==> src/rtl/seg_scan_if.sv <==
// ---------------------------------------------------------------------------
// seg_scan_if
// Signal bundle between a display-data producer and the seg_scan_mux scanner.
//   en         producer -> scanner  scan enable; 0 = display dark
//   digits_bcd producer -> scanner  packed BCD digits, digit i at [4i+3:4i]
//   dp_in      producer -> scanner  decimal point per digit
//   seg_out    scanner -> producer  {dp,g,f,e,d,c,b,a}
//   seg_sel    scanner -> producer  one-hot digit select (digit i -> bit N_DIGITS-1-i)
//   digit_idx  scanner -> producer  index of digit currently driven
//   scan_tick  scanner -> producer  one-cycle pulse at the start of each frame
// Modports: master = producer side, slave = scanner side.
// ---------------------------------------------------------------------------
interface seg_scan_if #(
    parameter int N_DIGITS = 6
);
    logic                    en;
    logic [4*N_DIGITS-1:0]   digits_bcd;
    logic [N_DIGITS-1:0]     dp_in;
    logic [7:0]              seg_out;
    logic [N_DIGITS-1:0]     seg_sel;
    logic [3:0]              digit_idx;
    logic                    scan_tick;

    modport master (
        output en, digits_bcd, dp_in,
        input  seg_out, seg_sel, digit_idx, scan_tick
    );

    modport slave (
        input  en, digits_bcd, dp_in,
        output seg_out, seg_sel, digit_idx, scan_tick
    );
endinterface

==> src/rtl/seg_scan_mux.sv <==
// ---------------------------------------------------------------------------
// seg_scan_mux
// Time-multiplexed 7-segment scanner. Each frame snapshots all BCD digits and
// decimal points, then drives one digit at a time for CLK_DIV cycles with a
// BLANK_CYC-cycle all-dark gap between digits to suppress ghosting.
// Ports:
//   clk    system clock
//   rst_n  asynchronous active-low reset
//   bus    seg_scan_if.slave: en, digits_bcd, dp_in in; seg_out, seg_sel,
//          digit_idx, scan_tick out (all outputs registered)
// Optional feature: define SEG_SCAN_LZB_EN to enable leading-zero blanking
// (leading zero digits without dp are dark; digit 0 is never blanked).
// ---------------------------------------------------------------------------
module seg_scan_mux #(
    parameter int N_DIGITS    = 6,
    parameter int CLK_DIV     = 50000,
    parameter int BLANK_CYC   = 16,
    parameter int SEL_ACT_LOW = 0,
    parameter int SEG_ACT_LOW = 0
) (
    input  logic       clk,
    input  logic       rst_n,
    seg_scan_if.slave  bus
);

    typedef enum logic [1:0] {
        IDLE  = 2'd0,
        DRIVE = 2'd1,
        BLANK = 2'd2
    } state_t;

    localparam int CNT_MAX = (CLK_DIV > BLANK_CYC) ? CLK_DIV : BLANK_CYC;
    localparam int CNT_W   = $clog2(CNT_MAX + 1);
    localparam logic [CNT_W-1:0]    DRIVE_LAST = CNT_W'(CLK_DIV - 1);
    localparam logic [CNT_W-1:0]    BLANK_LAST = (BLANK_CYC > 0) ? CNT_W'(BLANK_CYC - 1) : {CNT_W{1'b0}};
    localparam logic [7:0]          SEG_OFF    = (SEG_ACT_LOW != 0) ? 8'hFF : 8'h00;
    localparam logic [N_DIGITS-1:0] SEL_OFF    = (SEL_ACT_LOW != 0) ? {N_DIGITS{1'b1}} : {N_DIGITS{1'b0}};

    // BCD to active-high {g,f,e,d,c,b,a}; non-decimal codes show a dash.
    function automatic logic [6:0] seg_decode(input logic [3:0] bcd);
        logic [6:0] seg;
        case (bcd)
            4'd0:    seg = 7'h3F;
            4'd1:    seg = 7'h06;
            4'd2:    seg = 7'h5B;
            4'd3:    seg = 7'h4F;
            4'd4:    seg = 7'h66;
            4'd5:    seg = 7'h6D;
            4'd6:    seg = 7'h7D;
            4'd7:    seg = 7'h07;
            4'd8:    seg = 7'h7F;
            4'd9:    seg = 7'h6F;
            default: seg = 7'h40;
        endcase
        return seg;
    endfunction

`ifdef SEG_SCAN_LZB_EN
    // Marks digits that sit in the leading run of zero digits with no dp,
    // scanning from the most significant digit down; digit 0 always shows.
    function automatic logic [N_DIGITS-1:0] lzb_mask(input logic [4*N_DIGITS-1:0] dig,
                                                     input logic [N_DIGITS-1:0]   dp);
        logic [N_DIGITS-1:0] mask;
        logic                run;
        mask = {N_DIGITS{1'b0}};
        run  = 1'b1;
        for (int i = N_DIGITS - 1; i >= 1; i--) begin
            if ((dig[4*i +: 4] != 4'd0) || dp[i]) begin
                run = 1'b0;
            end else begin
                run = run;
            end
            mask[i] = run;
        end
        return mask;
    endfunction
`endif

    state_t                state_r, state_nxt_s;
    logic [3:0]            idx_r, idx_nxt_s, idx_inc_s;
    logic [CNT_W-1:0]      cnt_r, cnt_nxt_s;
    logic                  snap_take_s;
    logic [4*N_DIGITS-1:0] snap_dig_r, snap_dig_nxt_s;
    logic [N_DIGITS-1:0]   snap_dp_r, snap_dp_nxt_s;
    logic [N_DIGITS-1:0]   sel_act_s, sel_nxt_s, seg_sel_r;
    logic [7:0]            seg_act_s, seg_nxt_s, seg_out_r;
    logic [3:0]            digit_s;
    logic                  dp_s;
    logic                  tick_r;
`ifdef SEG_SCAN_LZB_EN
    logic [N_DIGITS-1:0]   mask_s;
    logic                  blank_s;
`endif

    assign idx_inc_s = (idx_r == 4'(N_DIGITS - 1)) ? 4'd0 : (idx_r + 4'd1);

    // Next-state logic: phase sequencing, digit advance and snapshot request.
    always_comb begin
        state_nxt_s = state_r;
        idx_nxt_s   = idx_r;
        cnt_nxt_s   = cnt_r;
        snap_take_s = 1'b0;
        if (!bus.en) begin
            state_nxt_s = IDLE;
            idx_nxt_s   = 4'd0;
            cnt_nxt_s   = {CNT_W{1'b0}};
        end else begin
            case (state_r)
                IDLE: begin
                    state_nxt_s = DRIVE;
                    idx_nxt_s   = 4'd0;
                    cnt_nxt_s   = {CNT_W{1'b0}};
                    snap_take_s = 1'b1;
                end
                DRIVE: begin
                    if (cnt_r == DRIVE_LAST) begin
                        cnt_nxt_s = {CNT_W{1'b0}};
                        if (BLANK_CYC == 0) begin
                            state_nxt_s = DRIVE;
                            idx_nxt_s   = idx_inc_s;
                            snap_take_s = (idx_inc_s == 4'd0);
                        end else begin
                            state_nxt_s = BLANK;
                        end
                    end else begin
                        cnt_nxt_s = cnt_r + CNT_W'(1);
                    end
                end
                BLANK: begin
                    if (cnt_r == BLANK_LAST) begin
                        cnt_nxt_s   = {CNT_W{1'b0}};
                        state_nxt_s = DRIVE;
                        idx_nxt_s   = idx_inc_s;
                        snap_take_s = (idx_inc_s == 4'd0);
                    end else begin
                        cnt_nxt_s = cnt_r + CNT_W'(1);
                    end
                end
                default: begin
                    state_nxt_s = IDLE;
                    idx_nxt_s   = 4'd0;
                    cnt_nxt_s   = {CNT_W{1'b0}};
                end
            endcase
        end
    end

    // Output decode from the next state so registered outputs line up with the state.
    // Snapshot is forwarded on capture so digit 0 shows fresh data in its first cycle.
    always_comb begin
        snap_dig_nxt_s = snap_take_s ? bus.digits_bcd : snap_dig_r;
        snap_dp_nxt_s  = snap_take_s ? bus.dp_in : snap_dp_r;
        sel_act_s      = {N_DIGITS{1'b0}};
        seg_act_s      = 8'h00;
        digit_s        = 4'd0;
        dp_s           = 1'b0;
`ifdef SEG_SCAN_LZB_EN
        mask_s         = lzb_mask(snap_dig_nxt_s, snap_dp_nxt_s);
        blank_s        = 1'b0;
`endif
        for (int i = 0; i < N_DIGITS; i++) begin
            if (idx_nxt_s == 4'(i)) begin
                sel_act_s[N_DIGITS-1-i] = 1'b1;
                digit_s                 = snap_dig_nxt_s[4*i +: 4];
                dp_s                    = snap_dp_nxt_s[i];
`ifdef SEG_SCAN_LZB_EN
                blank_s                 = mask_s[i];
`endif
            end else begin
                sel_act_s[N_DIGITS-1-i] = 1'b0;
            end
        end
        if (state_nxt_s == DRIVE) begin
            seg_act_s = {dp_s, seg_decode(digit_s)};
`ifdef SEG_SCAN_LZB_EN
            if (blank_s) begin
                seg_act_s = 8'h00;
            end else begin
                seg_act_s = {dp_s, seg_decode(digit_s)};
            end
`endif
        end else begin
            sel_act_s = {N_DIGITS{1'b0}};
            seg_act_s = 8'h00;
        end
        seg_nxt_s = (SEG_ACT_LOW != 0) ? ~seg_act_s : seg_act_s;
        sel_nxt_s = (SEL_ACT_LOW != 0) ? ~sel_act_s : sel_act_s;
    end

    // State, counters, snapshot and output registers.
    always_ff @(posedge clk or negedge rst_n) begin
        if (!rst_n) begin
            state_r    <= IDLE;
            idx_r      <= 4'd0;
            cnt_r      <= {CNT_W{1'b0}};
            snap_dig_r <= {(4*N_DIGITS){1'b0}};
            snap_dp_r  <= {N_DIGITS{1'b0}};
            seg_out_r  <= SEG_OFF;
            seg_sel_r  <= SEL_OFF;
            tick_r     <= 1'b0;
        end else begin
            state_r    <= state_nxt_s;
            idx_r      <= idx_nxt_s;
            cnt_r      <= cnt_nxt_s;
            snap_dig_r <= snap_dig_nxt_s;
            snap_dp_r  <= snap_dp_nxt_s;
            seg_out_r  <= seg_nxt_s;
            seg_sel_r  <= sel_nxt_s;
            tick_r     <= snap_take_s;
        end
    end

    assign bus.seg_out   = seg_out_r;
    assign bus.seg_sel   = seg_sel_r;
    assign bus.digit_idx = idx_r;
    assign bus.scan_tick = tick_r;

endmodule

==> src/flat_wrapper.sv <==
// flat-port wrapper written by rule: the top's interface ports become plain ports
module seg_scan_mux_flat 
#(
    parameter int N_DIGITS    = 6,
    parameter int CLK_DIV     = 50000,
    parameter int BLANK_CYC   = 16,
    parameter int SEL_ACT_LOW = 0,
    parameter int SEG_ACT_LOW = 0
)
  (clk, rst_n, bus_en, bus_digits_bcd, bus_dp_in, bus_seg_out, bus_seg_sel, bus_digit_idx, bus_scan_tick);
  seg_scan_if #(.N_DIGITS(N_DIGITS)) bus_i ();
  input  logic clk;
  input  logic rst_n;
  input wire logic [$bits(bus_i.en)-1:0] bus_en;
  input wire logic [$bits(bus_i.digits_bcd)-1:0] bus_digits_bcd;
  input wire logic [$bits(bus_i.dp_in)-1:0] bus_dp_in;
  output wire logic [$bits(bus_i.seg_out)-1:0] bus_seg_out;
  output wire logic [$bits(bus_i.seg_sel)-1:0] bus_seg_sel;
  output wire logic [$bits(bus_i.digit_idx)-1:0] bus_digit_idx;
  output wire logic [$bits(bus_i.scan_tick)-1:0] bus_scan_tick;
  assign bus_i.en = bus_en;
  assign bus_i.digits_bcd = bus_digits_bcd;
  assign bus_i.dp_in = bus_dp_in;
  assign bus_seg_out = bus_i.seg_out;
  assign bus_seg_sel = bus_i.seg_sel;
  assign bus_digit_idx = bus_i.digit_idx;
  assign bus_scan_tick = bus_i.scan_tick;
  seg_scan_mux #(.N_DIGITS(N_DIGITS), .CLK_DIV(CLK_DIV), .BLANK_CYC(BLANK_CYC), .SEL_ACT_LOW(SEL_ACT_LOW), .SEG_ACT_LOW(SEG_ACT_LOW)) u_core (.clk(clk), .rst_n(rst_n), .bus(bus_i));
endmodule
==> config.mk <==
export PLATFORM = sky130hd
export DESIGN_NAME = seg_scan_mux_flat
export DESIGN_NICKNAME = d
export VERILOG_FILES = /design/src/rtl/seg_scan_if.sv /design/src/rtl/seg_scan_mux.sv /design/src/flat_wrapper.sv
export SDC_FILE = /design/constraint.sdc
export NUM_CORES = 1
export LEC_CHECK = 0
export ABC_AREA = 0
export BUFFER_PORTS_ARGS = -buffer_cell sky130_fd_sc_hd__buf_2
export CORE_UTILIZATION = 60
export CTS_CLUSTER_SIZE = 16
export DETAILED_ROUTE_END_ITERATION = 16
export PLACE_DENSITY = 0.9
export SLEW_MARGIN = 10
export SYNTH_ARGS = -nofsm -noshare
export SYNTH_HDL_FRONTEND = slang
export SYNTH_SLANG_ARGS = --single-unit
==> constraint.sdc <==
create_clock -name clk -period 5.4 [get_ports clk]
set_input_delay 1.08 -clock clk [delete_from_list [all_inputs] [get_ports clk]]
set_output_delay 1.08 -clock clk [all_outputs]
set_load 0.1 [all_outputs]
* Word-level counts from Yosys, hierarchy flattened
Memory sizes are Yosys's and may differ from the RTL's.
Index checks and enable logic that the tools add are counted.
Widths: inputs -> output; s select.
** Word-level totals
- Register bits after elaboration :: 67
- ROM bits :: 112
- Input bits :: 33
- Output and inout port bits :: 19
- Logic and storage cells :: 62
- Memories kept :: 1
** Cells by class
- Add/subtract/negate cells :: 2
- Eq/ne operators :: 11
- Muxes and demuxes :: 37
- Reductions and logical operators :: 3
** Memory list
- (no name shown) :: depth 16, bits a word 7, read ports 1, clocked after Yosys merged registers in 0, wr ports 0, RTL line seg_scan_mux.sv:42 : case (bcd)
** Operators by type and width (number)
- $mux 16 :: 3
- $mux 4 :: 9
- $pmux 16 s2 :: 1
- $mux 24 :: 1
- $add 16x1->16 const B :: 1
- $eq 16x16->1 const B :: 1
- $eq 16x4->1 const B :: 1
- $mux 1 :: 14
- $eq 4x3->1 const B :: 3
- $mux 6 :: 2
- $eq 4x2->1 const B :: 2
- $logic_not 4->1 :: 2
- $mux 8 :: 1
- $pmux 4 s2 :: 1
- $mux 2 :: 3
- $pmux 2 s3 :: 1
- $add 4x1->4 const B :: 1
- $eq 2x1->1 const B :: 2
- $eq 4x1->1 const B :: 1
- $eq 2x2->1 const B :: 1
- $logic_not 2->1 :: 1
- $pmux 1 s2 :: 1

* Depth between registers and ports, before layout
Gate-level depths: netlist of run 1.
An unclocked memory read counts as a cell.
- Word-level depth :: 15
- Depth in mapped cells :: 17
- Mapped depth without buffers :: 14

* Least setup slack after synthesis of run 1
Ideal clock, no wire load.
- Path type :: register -> register
- From :: register u_core.idx_r[0], in the netlist u_core.bus.digit_idx[0]
- To :: register u_core.seg_out_r[5], in the netlist u_core.bus.seg_out[5]
- Setup time :: 0.072 ns
- Data arrival time :: 4.124 ns
- Required time :: 5.328 ns
- Slack :: 1.204 ns
- Cell stages (with the launch flop) :: 14
- Path buffers :: 3
- Period minus slack after synthesis :: 4.196 ns
- Path through :: dfrtp_1 ha_1 nand4_1 nand3_1 and4_1 buf_4 nor2_4 buf_2 buf_1 mux2_2 a221o_1 ha_1 or4_1 nand3_1
** On the way
- Elaborated cells on any way between the ends :: 25
- Classes of those cells :: 1 x add/sub; 6 x eq/ne; 15 x mux; 2 x reduce/logical; 1 x memory
** RTL lines
- from (decl) :: RTL line seg_scan_mux.sv:80 : logic [3:0] idx_r, idx_nxt_s, idx_inc_s;
- from (signal assigned) :: RTL line seg_scan_mux.sv:203 : idx_r <= idx_nxt_s;
- $add 4x1->4 or $eq 4x3->1 (tied branches) :: RTL line seg_scan_mux.sv:95 : assign idx_inc_s = (idx_r == 4'(N_DIGITS - 1)) ? 4'd0 : (idx_r + 4'd1);
- $mux 4 * :: RTL line seg_scan_mux.sv:95
- $logic_not 4->1 * :: RTL line seg_scan_mux.sv:134 : snap_take_s = (idx_inc_s == 4'd0);
- $mux 1 * :: RTL line seg_scan_mux.sv:130 : if (cnt_r == BLANK_LAST) begin
- $pmux 1 s2 * :: RTL line seg_scan_mux.sv:108 : case (state_r)
- $mux 1 * :: RTL line seg_scan_mux.sv:103 : if (!bus.en) begin
- $mux 24 * :: RTL line seg_scan_mux.sv:151 : snap_dig_nxt_s = snap_take_s ? bus.digits_bcd : snap_dig_r;
- via u_core.snap_dig_nxt_s[16] :: RTL line seg_scan_mux.sv:83 : logic [4*N_DIGITS-1:0] snap_dig_r, snap_dig_nxt_s;
- $mux 4 * (2 in series) :: RTL line seg_scan_mux.sv:162 : if (idx_nxt_s == 4'(i)) begin
- $mem_v2 16x7 *
- $mux 8 * :: RTL line seg_scan_mux.sv:173 : if (state_nxt_s == DRIVE) begin
- via u_core.seg_act_s[5] :: RTL line seg_scan_mux.sv:86 : logic [7:0] seg_act_s, seg_nxt_s, seg_out_r;
- to (signal assigned) :: RTL line seg_scan_mux.sv:207 : seg_out_r <= seg_nxt_s;
- to (decl) :: RTL line seg_scan_mux.sv:86
The timed path passes the listed nets; every way through them passes the cells marked *.

* Worst setup path in the final report of run 1
Same ends and word-level chain as after synthesis.

==> results of run 1 <==
==> per-stage QoR <==
| step | util | cell area (um^2) | hold WS, ps | setup WS [ps] | total power [W] |
|---|---|---|---|---|---|
| after detailed placement | 0.688 | 3880 | 451 | 1080 | 0.000807 |
| final | 0.728 | 4110 | 462 | 1330 | 0.00126 |
| after floorplan | - | 3600 | 425 | 1200 | 0.000746 |
| after CTS | 0.727 | 4100 | 461 | 1380 | 0.00126 |
| after global routing | 0.728 | 4110 | 473 | 1120 | 0.00130 |
| after global placement | 0.688 | 3880 | 445 | 1230 | 0.000796 |
==> worst paths after layout <==
check | from | endpoint | slack [ps] | cells after the start
worst max-delay path | u_core.bus.digit_idx[0] | u_core.bus.seg_out[5] | 1330 | 12
worst min register to register | u_core.cnt_r[0] | u_core.cnt_r[0] | 460 | 1
worst min-delay path | u_core.cnt_r[0] | u_core.cnt_r[0] | 460 | 1
min in group asynchronous | rst_n | u_core.snap_dig_r[2] | 900 | 2
max in group asynchronous | rst_n | u_core.state_r[1] | 3960 | 2
worst max register to register | u_core.bus.digit_idx[0] | u_core.bus.seg_out[5] | 1330 | 12
==> final cells by class <==
type                       instances  share of cell area
clock buffer                      10              0.0311
clock inverter                     6              0.0213
inverter                          11              0.0101
multi-input combinational        272               0.443
sequential                        67               0.408
tap                               72              0.0219
timing repair buffer              52              0.0640
==> kinds of logic (layout without fill, tap and decap cells) <==
family                     count (synthesis)  after routing  synth area share
adders and majority gates                 13             13            0.0452
and+or+nand+nor                          156            156             0.220
muxes                                     28             28            0.0887
buffers and inverters                     24             79            0.0299
AOI/OAI and AO/OA                         61             61             0.116
DFF                                       67             67             0.466
xor gates and xnor gates                  14             14            0.0341
==> power breakdown <==
| part | internal, W | leakage [nW] | switching, W |
|---|---|---|---|
| logic | 0.0000708 | 1.03 | 0.000170 |
| clock network | 0.000261 | 0.111 | 0.000193 |
| registers | 0.000547 | 0.865 | 0.0000143 |
| total | 0.000878 | 2.00 | 0.000377 |
==> worst max-delay path, stage by stage, from the launching register on <==
cell and delay, ps:
dfrtp_1 500, ha_1 300, nand3b_1 180, nand3_1 140, and4_1 310, nor2_4 520, mux2_2 420, o22a_1 170
o2bb2ai_1 420, inv_1 170, ha_1 230, or4_1 530, nand3_1 100
==> per-layer routing <==
layer / up-vias / wire, um / GRT usage
met5: - / 0 / 0
li1: 1402 / - / -
met2: 127 / 3970 / 0.450
met4: 0 / 240 / 0.153
met1: 1460 / 3310 / 0.349
met3: 29 / 560 / 0.0503
==> placed cells by master, fill, tap and decap left out, types with 3 or more instances in the layout <==
| cell | synthesis | layout |
|---|---|---|
| a21oi_1 | 13 | 13 |
| and2_1 | 5 | 5 |
| and3_1 | 14 | 14 |
| buf_2 | 5 | 51 |
| clkbuf_8 | 0 | 9 |
| dfrtp_1 | 67 | 67 |
| ha_1 | 13 | 13 |
| inv_1 | 10 | 10 |
| mux2_2 | 16 | 16 |
| mux2i_1 | 9 | 9 |
| nand2_1 | 42 | 42 |
| nand2b_1 | 3 | 3 |
| nand3_1 | 30 | 30 |
| nand4_1 | 6 | 6 |
| nor2_1 | 31 | 31 |
| nor3_1 | 6 | 6 |
| nor3b_1 | 3 | 3 |
| o211ai_1 | 7 | 7 |
| o21ai_0 | 13 | 13 |
| o31ai_1 | 3 | 3 |
| xnor2_1 | 6 | 6 |
| xor2_1 | 8 | 8 |
==> flip-flops by register name, indices dropped and copies added (netlist names) <==
signal / cells
u_core.bus.scan_tick: 1
u_core.state_r: 2
u_core.snap_dig_r: 24
u_core.bus.seg_sel: 6
u_core.bus.digit_idx: 4
u_core.bus.seg_out: 8
u_core.cnt_r: 16
u_core.snap_dp_r: 6
==> impl_results.md, run 1 <==
- IO Port Bufs: around 50
- Asr flop ratio synth: 1.00
- Tmin final: between 4000 and 5000 ps
- CP endpoint kind: register
- Mapped Cells: between 300 and 400
- Drc violations: 0
- # setup viols final: 0
- DIE HEIGHT: slightly below 80 um
- CP Class: register to register
- Via density per instance: between 6 and 7
- H-tree Lvls: 3
- Core Rows: 27
- Max Clock Skew: about 13 ps
- Storage cell area: 1680 um^2
- Dpl cells: between 400 and 500
- Die width: 79.4 um
- Fin crit share: 0.753
- CTS Buf Count: 9
- Via count of the first global-routing pass: 2,921
- Avg Cell Area, Syn: 9.91 um^2
- Fin Setup TNS: 0 ps
- Grt ovf: 0
- Startpoint Class: register
- Largest net degree at the start of global routing: 68
- Nets@finish: around 460
- Iter 0 DRT Violations: roughly 180
- Ant. Diodes: 0
- Core Box Area: ~5600 um^2
- Count leader, synth: dfrtp_1
- Fill cell count: 395
- Area of the multi-input gates: between 1500 and 2000 um^2
- CTS tree: done
- Post-Layout Cell Count: 490
- Tot GR Track Use: 0.277
- Status: complete, no violations
- Root buf cell: clkbuf_8
- I/O pins: 52
- CTS hold repair buffers: 0
- First-pass iteration count of the detailed router: 8
- Post-CTS Setup Inserts: 0
- Fmax: approximately 250 MHz
- Yosys reg bits: 67
- Net Count, Synth: ~400
- Pwr per Cell Area: just over 300 nW/um^2
- YS warnings: 0
- Clk slew on worst S/H paths: ~70 ps
- Critical Path AT: roughly 4400 ps
- Dpl hpwl: roughly 5800 um
- Slew margin rel.: 0.455
- Share of the synthesized area in the top cell type: 0.466
- First-pass GRT wire length: around 13,000 um
- Area leader, netlist: dfrtp_1
- Hold Path Class: register to register
- Number of flops mapped to enable cells by yosys: 0
- Area contributors post-synth: dfrtp_1 (47%), mux2_2 (5.0%), ha_1 (4.5%), nand2_1 (4.4%), nand3_1 (4.2%)
- WL/cell: 16.5 um
- Die ar.: approximately 6300 um^2
- Clock buffer depth: 2
- GPL Wtd Cong: 0.876
- CP required: approximately 5700 ps
- Layout area overhead: 14.2%
- Via count: 3,018
- Drt total wl: around 8000 um
- Layout cell share with drive strength beyond 1: 0.220
- Seq/Total Area, Yosys: 0.466
- Maxcap violations: 0
- LEAKAGE: between 2 and 2.5 nW
- Worst slew pin tran: a little over 800 ps
- Synth unique cells: a little over 60
- Peak supply drop: 0.000219 V
- Primary FF master, synth: dfrtp_1
- Final hold violation count: 0
- Post-route ant nets: 0
- Crit-path max FO: 23
- Max-slew violations: 0
- Initial antenna violation count: 0
- Resize count post-CTS: 0
- Clock sink total: 67
- RSZ-0062 raised after global routing: false
- Clock latency on the worst-skew pair: roughly 350 ps
- Post-synthesis cell area: around 3600 um^2
- Top cells by count, synth: dfrtp_1 (67), nand2_1 (42), nor2_1 (31)
- Initial Util: 0.638
No activity file was read; power rests on OpenSTA's default activity.
==> inputs of run 2 (changes only) <==
Settings changed: ABC_AREA 0 to 1, CORE_UTILIZATION 60 to 52, PLACE_DENSITY 0.9 to 0.83.
Clock period 5.4 ns to 3.5 ns, I/O delays scaled along.
==> run 2 against run 1 <==
Against the previous run: critical path depth is 7 higher; highest routed layer unchanged; setup slack worse by 890 ps; maximum frequency is 33% higher; final cell count is 24% higher; critical endpoint is now u_core.bus.seg_out[3]; power is 55% higher; clock skew hardly changed; design area is 4.5% higher; global-route usage is 4.1 points lower; sequential cell count stayed put; hold slack better by 9.3 ps; via count is 1.2% higher.
==> impl_results.md, run 2 <==
- Die width: 86.5 um (was 79.4 um)
- Met3 usage in global routing: 0.0495 (was 0.0503)
- Startpoint Class: register (unchanged)
- LEAKAGE: 2.28 nW (was 2.00 nW)
- Combinational Power Share: 0.187 (was 0.192)
- Max reg flops: 24 (unchanged)
- Largest net degree at the start of global routing: 68 (unchanged)
- Area contributors post-synth: dfrtp_1 (45%), nand2_1 (13%), inv_1 (5.5%), ha_1 (4.4%), nor2_1 (4.3%) (was dfrtp_1 (47%), mux2_2 (5.0%), ha_1 (4.5%), nand2_1 (4.4%), nand3_1 (4.2%))
- Critical Path AT: 3300 ps (was 4360 ps)
- Max-slew violations: 0 (unchanged)
- Met1 GRT Util: 0.321 (was 0.349)
- Peak supply drop: 0.000326 V (was 0.000219 V)
- Hold Path Class: register to register (unchanged)
- Psw: 0.000590 W (was 0.000377 W)
- CP required: 3740 ps (was 5690 ps)
- Nets@finish: 553 (was 459)
- Sequential share of power: 0.440 (was 0.447)
- Primary FF master, synth: dfrtp_1 (unchanged)
- Avg Cell Area, Syn: 8.27 um^2 (was 9.91 um^2)
- Area leader, netlist: dfrtp_1 (unchanged)
- Net Count, Synth: 495 (was 409)
- CTS hold repair buffers: 0 (unchanged)
- Count leader, synth: nand2_1 (was dfrtp_1)
- Post-CTS Setup Inserts: 0 (unchanged)
- Largest Register: u_core.snap_dig_r (unchanged)
- Switching Fraction: 0.303 (was 0.300)
- Clock buffer depth: 2 (unchanged)
- Top cells by count, synth: nand2_1 (129), dfrtp_1 (67), inv_1 (54) (was dfrtp_1 (67), nand2_1 (42), nor2_1 (31))
- Drc violations: 0 (unchanged)
- Core Util, Final: 0.628 (was 0.728)
- Crit-path max FO: 23 (unchanged)
- Fin Setup TNS: 0 ps (unchanged)
- Asr flop ratio synth: 1.00 (unchanged)
- Placed instance area: 4060 um^2 (was 3880 um^2)
- Clock latency on the worst-skew pair: 340 ps (was 350 ps)
- Clock sink total: 67 (unchanged)
- DIE HEIGHT: 86.5 um (was 79.4 um)
- RSZ-0062 raised after global routing: false (unchanged)
- Via count: 3,053 (was 3,018)
- GPL Wtd Cong: 0.885 (was 0.876)
- Mapped Cells: 449 (was 363)
- First-pass iteration count of the detailed router: 5 (was 8)
- Via density per instance: 5.02 (was 6.16)
- CP Class: register to register (unchanged)
- Drt total wl: 7700 um (was 8080 um)
- Seq/Total Area, Yosys: 0.451 (was 0.466)
- Worst slew pin tran: 824 ps (was 817 ps)
- Clock network fraction of design power: 0.373 (was 0.361)
- Tmin final: 3060 ps (was 4070 ps)
- # setup viols final: 0 (unchanged)
- Root buf cell: clkbuf_8 (unchanged)
- IO Port Bufs: 51 (unchanged)
- Yosys reg bits: 67 (unchanged)
- Post-route ant nets: 0 (unchanged)
- Initial antenna violation count: 0 (unchanged)
- Die ar.: 7490 um^2 (was 6310 um^2)
- WL/cell: 12.7 um (was 16.5 um)
- Commonest non-fill, non-tap cell in the layout: nand2_1 (was dfrtp_1)
- M2 GR Usage: 0.383 (was 0.450)
- Layout cell share with drive strength beyond 1: 0.260 (was 0.220)
- Busiest grt layer: met2 (unchanged)
- Ant. Diodes: 0 (unchanged)
- Design internal power: 0.00136 W (was 0.000878 W)
- Layout area overhead: 15.5% (was 14.2%)
- Tot GR Track Use: 0.236 (was 0.277)
- H-tree Lvls: 3 (unchanged)
- Clk slew on worst S/H paths: 80 ps (was 70 ps)
- Min Hold Slack: 471 ps (was 462 ps)
- Initial Util: 0.544 (was 0.638)
- Grt ovf: 0 (unchanged)
- YS warnings: 0 (unchanged)
- I/O pins: 52 (unchanged)
- Fin crit share: 0.875 (was 0.753)
- Final Cell Area: 4290 um^2 (was 4110 um^2)
- CP endpoint kind: register (unchanged)
- Fmax: 326 MHz (was 246 MHz)
- Core Box Area: 6830 um^2 (was 5640 um^2)
- Pwr per Cell Area: 454 nW/um^2 (was 306 nW/um^2)
- Core Rows: 30 (was 27)
- Most frequent cells in the layout: nand2_1 (129), dfrtp_1 (67), inv_1 (54), buf_2 (51), nor2_1 (42) (was dfrtp_1 (67), buf_2 (51), nand2_1 (42), nor2_1 (31), nand3_1 (30))
- Synth unique cells: 45 (was 62)
- Status: complete, no violations (unchanged)
- Maxcap violations: 0 (unchanged)
- Post-synthesis cell area: 3710 um^2 (was 3600 um^2)
- First-pass GRT wire length: 13,800 um (was 13,300 um)
- Final hold violation count: 0 (unchanged)
- CTS Buf Count: 9 (unchanged)
- Slew margin rel.: 0.451 (was 0.455)
- Dpl hpwl: 5650 um (was 5750 um)
- Share of the synthesized area in the top cell type: 0.451 (was 0.466)
- CTS tree: done (unchanged)
- Number of flops mapped to enable cells by yosys: 0 (unchanged)
- Max Clock Skew: 13.6 ps (was 13.2 ps)
- Iter 0 DRT Violations: 216 (was 184)
- Via count of the first global-routing pass: 3,027 (was 2,921)
## run 2: cell type report
class / instances / area [um^2]
Clock buffer: 11 / 141
Clock inverter: 5 / 85.1
Fill cell: 587 / 2540
Inverter: 62 / 243
Multi-Input combinational cell: 314 / 1750
Sequential cell: 67 / 1680
Tap cell: 96 / 120
Timing Repair Buffer: 53 / 270
## run 2: stage by stage
| stage | total power (W) | setup slack, ps | instances |
|---|---|---|---|
| floorplan | 0.00115 | 1.57 | 449 |
| finish | 0.00195 | 437 | 608 |
| global route | 0.00204 | 68.5 | 608 |
| global placement | 0.00122 | 503 | 592 |
| CTS | 0.00196 | 419 | 608 |
| detailed placement | 0.00123 | 442 | 592 |
## run 2: cells by family (layout without fill, tap and decap cells)
| logic type | after synthesis | in the layout | share of synthesized area |
|---|---|---|---|
| multiplexers | 2 | 2 | 0.00539 |
| buffers and inverters | 68 | 131 | 0.0771 |
| flip-flops | 67 | 67 | 0.451 |
| AND/OR/NAND/NOR | 267 | 267 | 0.357 |
| AO/OA/AOI/OAI | 26 | 26 | 0.0515 |
| adder cells (fa/ha/maj) | 13 | 13 | 0.0438 |
| XOR/XNOR | 6 | 6 | 0.0141 |
## run 2: timing repair
item,4_1_cts,5_1_grt
gates resized for setup,0,1
hold endpoints to repair,0,0
endpoints found under the setup margin,0,1
## run 2: path summary, 6_finish.rpt
path / startpoint / endpoint / slack, ps / cells after the start
worst min register to register: u_core.cnt_r[0] / u_core.cnt_r[0] / 470 / 1
min in group asynchronous: rst_n / u_core.cnt_r[2] / 530 / 2
worst max-delay path: u_core.bus.digit_idx[1] / u_core.bus.seg_out[3] / 440 / 19
worst max register to register: u_core.bus.digit_idx[1] / u_core.bus.seg_out[3] / 440 / 19
worst min-delay path: u_core.cnt_r[0] / u_core.cnt_r[0] / 470 / 1
max in group asynchronous: rst_n / u_core.snap_dig_r[21] / 2420 / 2
## run 2: routing by layer
layer,wire length (um),vias up
met5,0,-
met4,83,0
met3,490,10
met2,3590,97
met1,3540,1428
li1,-,1518
## run 2: critical path, cell delays in order (launching register included)
cell       delay [ps]
dfrtp_1           410
inv_1              80
ha_1              270
inv_1              40
o21ai_0           130
nand2_1            80
nor2_1            120
nand2_2            80
nand2_4            90
nand2_4           150
inv_2             320
or2_2             170
o21ai_0           120
o2111ai_1         360
ha_1              210
inv_1              40
nand4_1            70
nand2_1            70
nor2_1            110
nor2_2             50
## run 2: power groups by stage
stage / clock [W] / sequential, W / combinational [W]
finish: 0.000726 / 0.000857 / 0.000363
global route: 0.000773 / 0.000863 / 0.000405
CTS: 0.000738 / 0.000857 / 0.000364
detailed placement: 0 / 0.000872 / 0.000361
global placement: 0 / 0.000870 / 0.000354
floorplan: 0 / 0.000971 / 0.000174
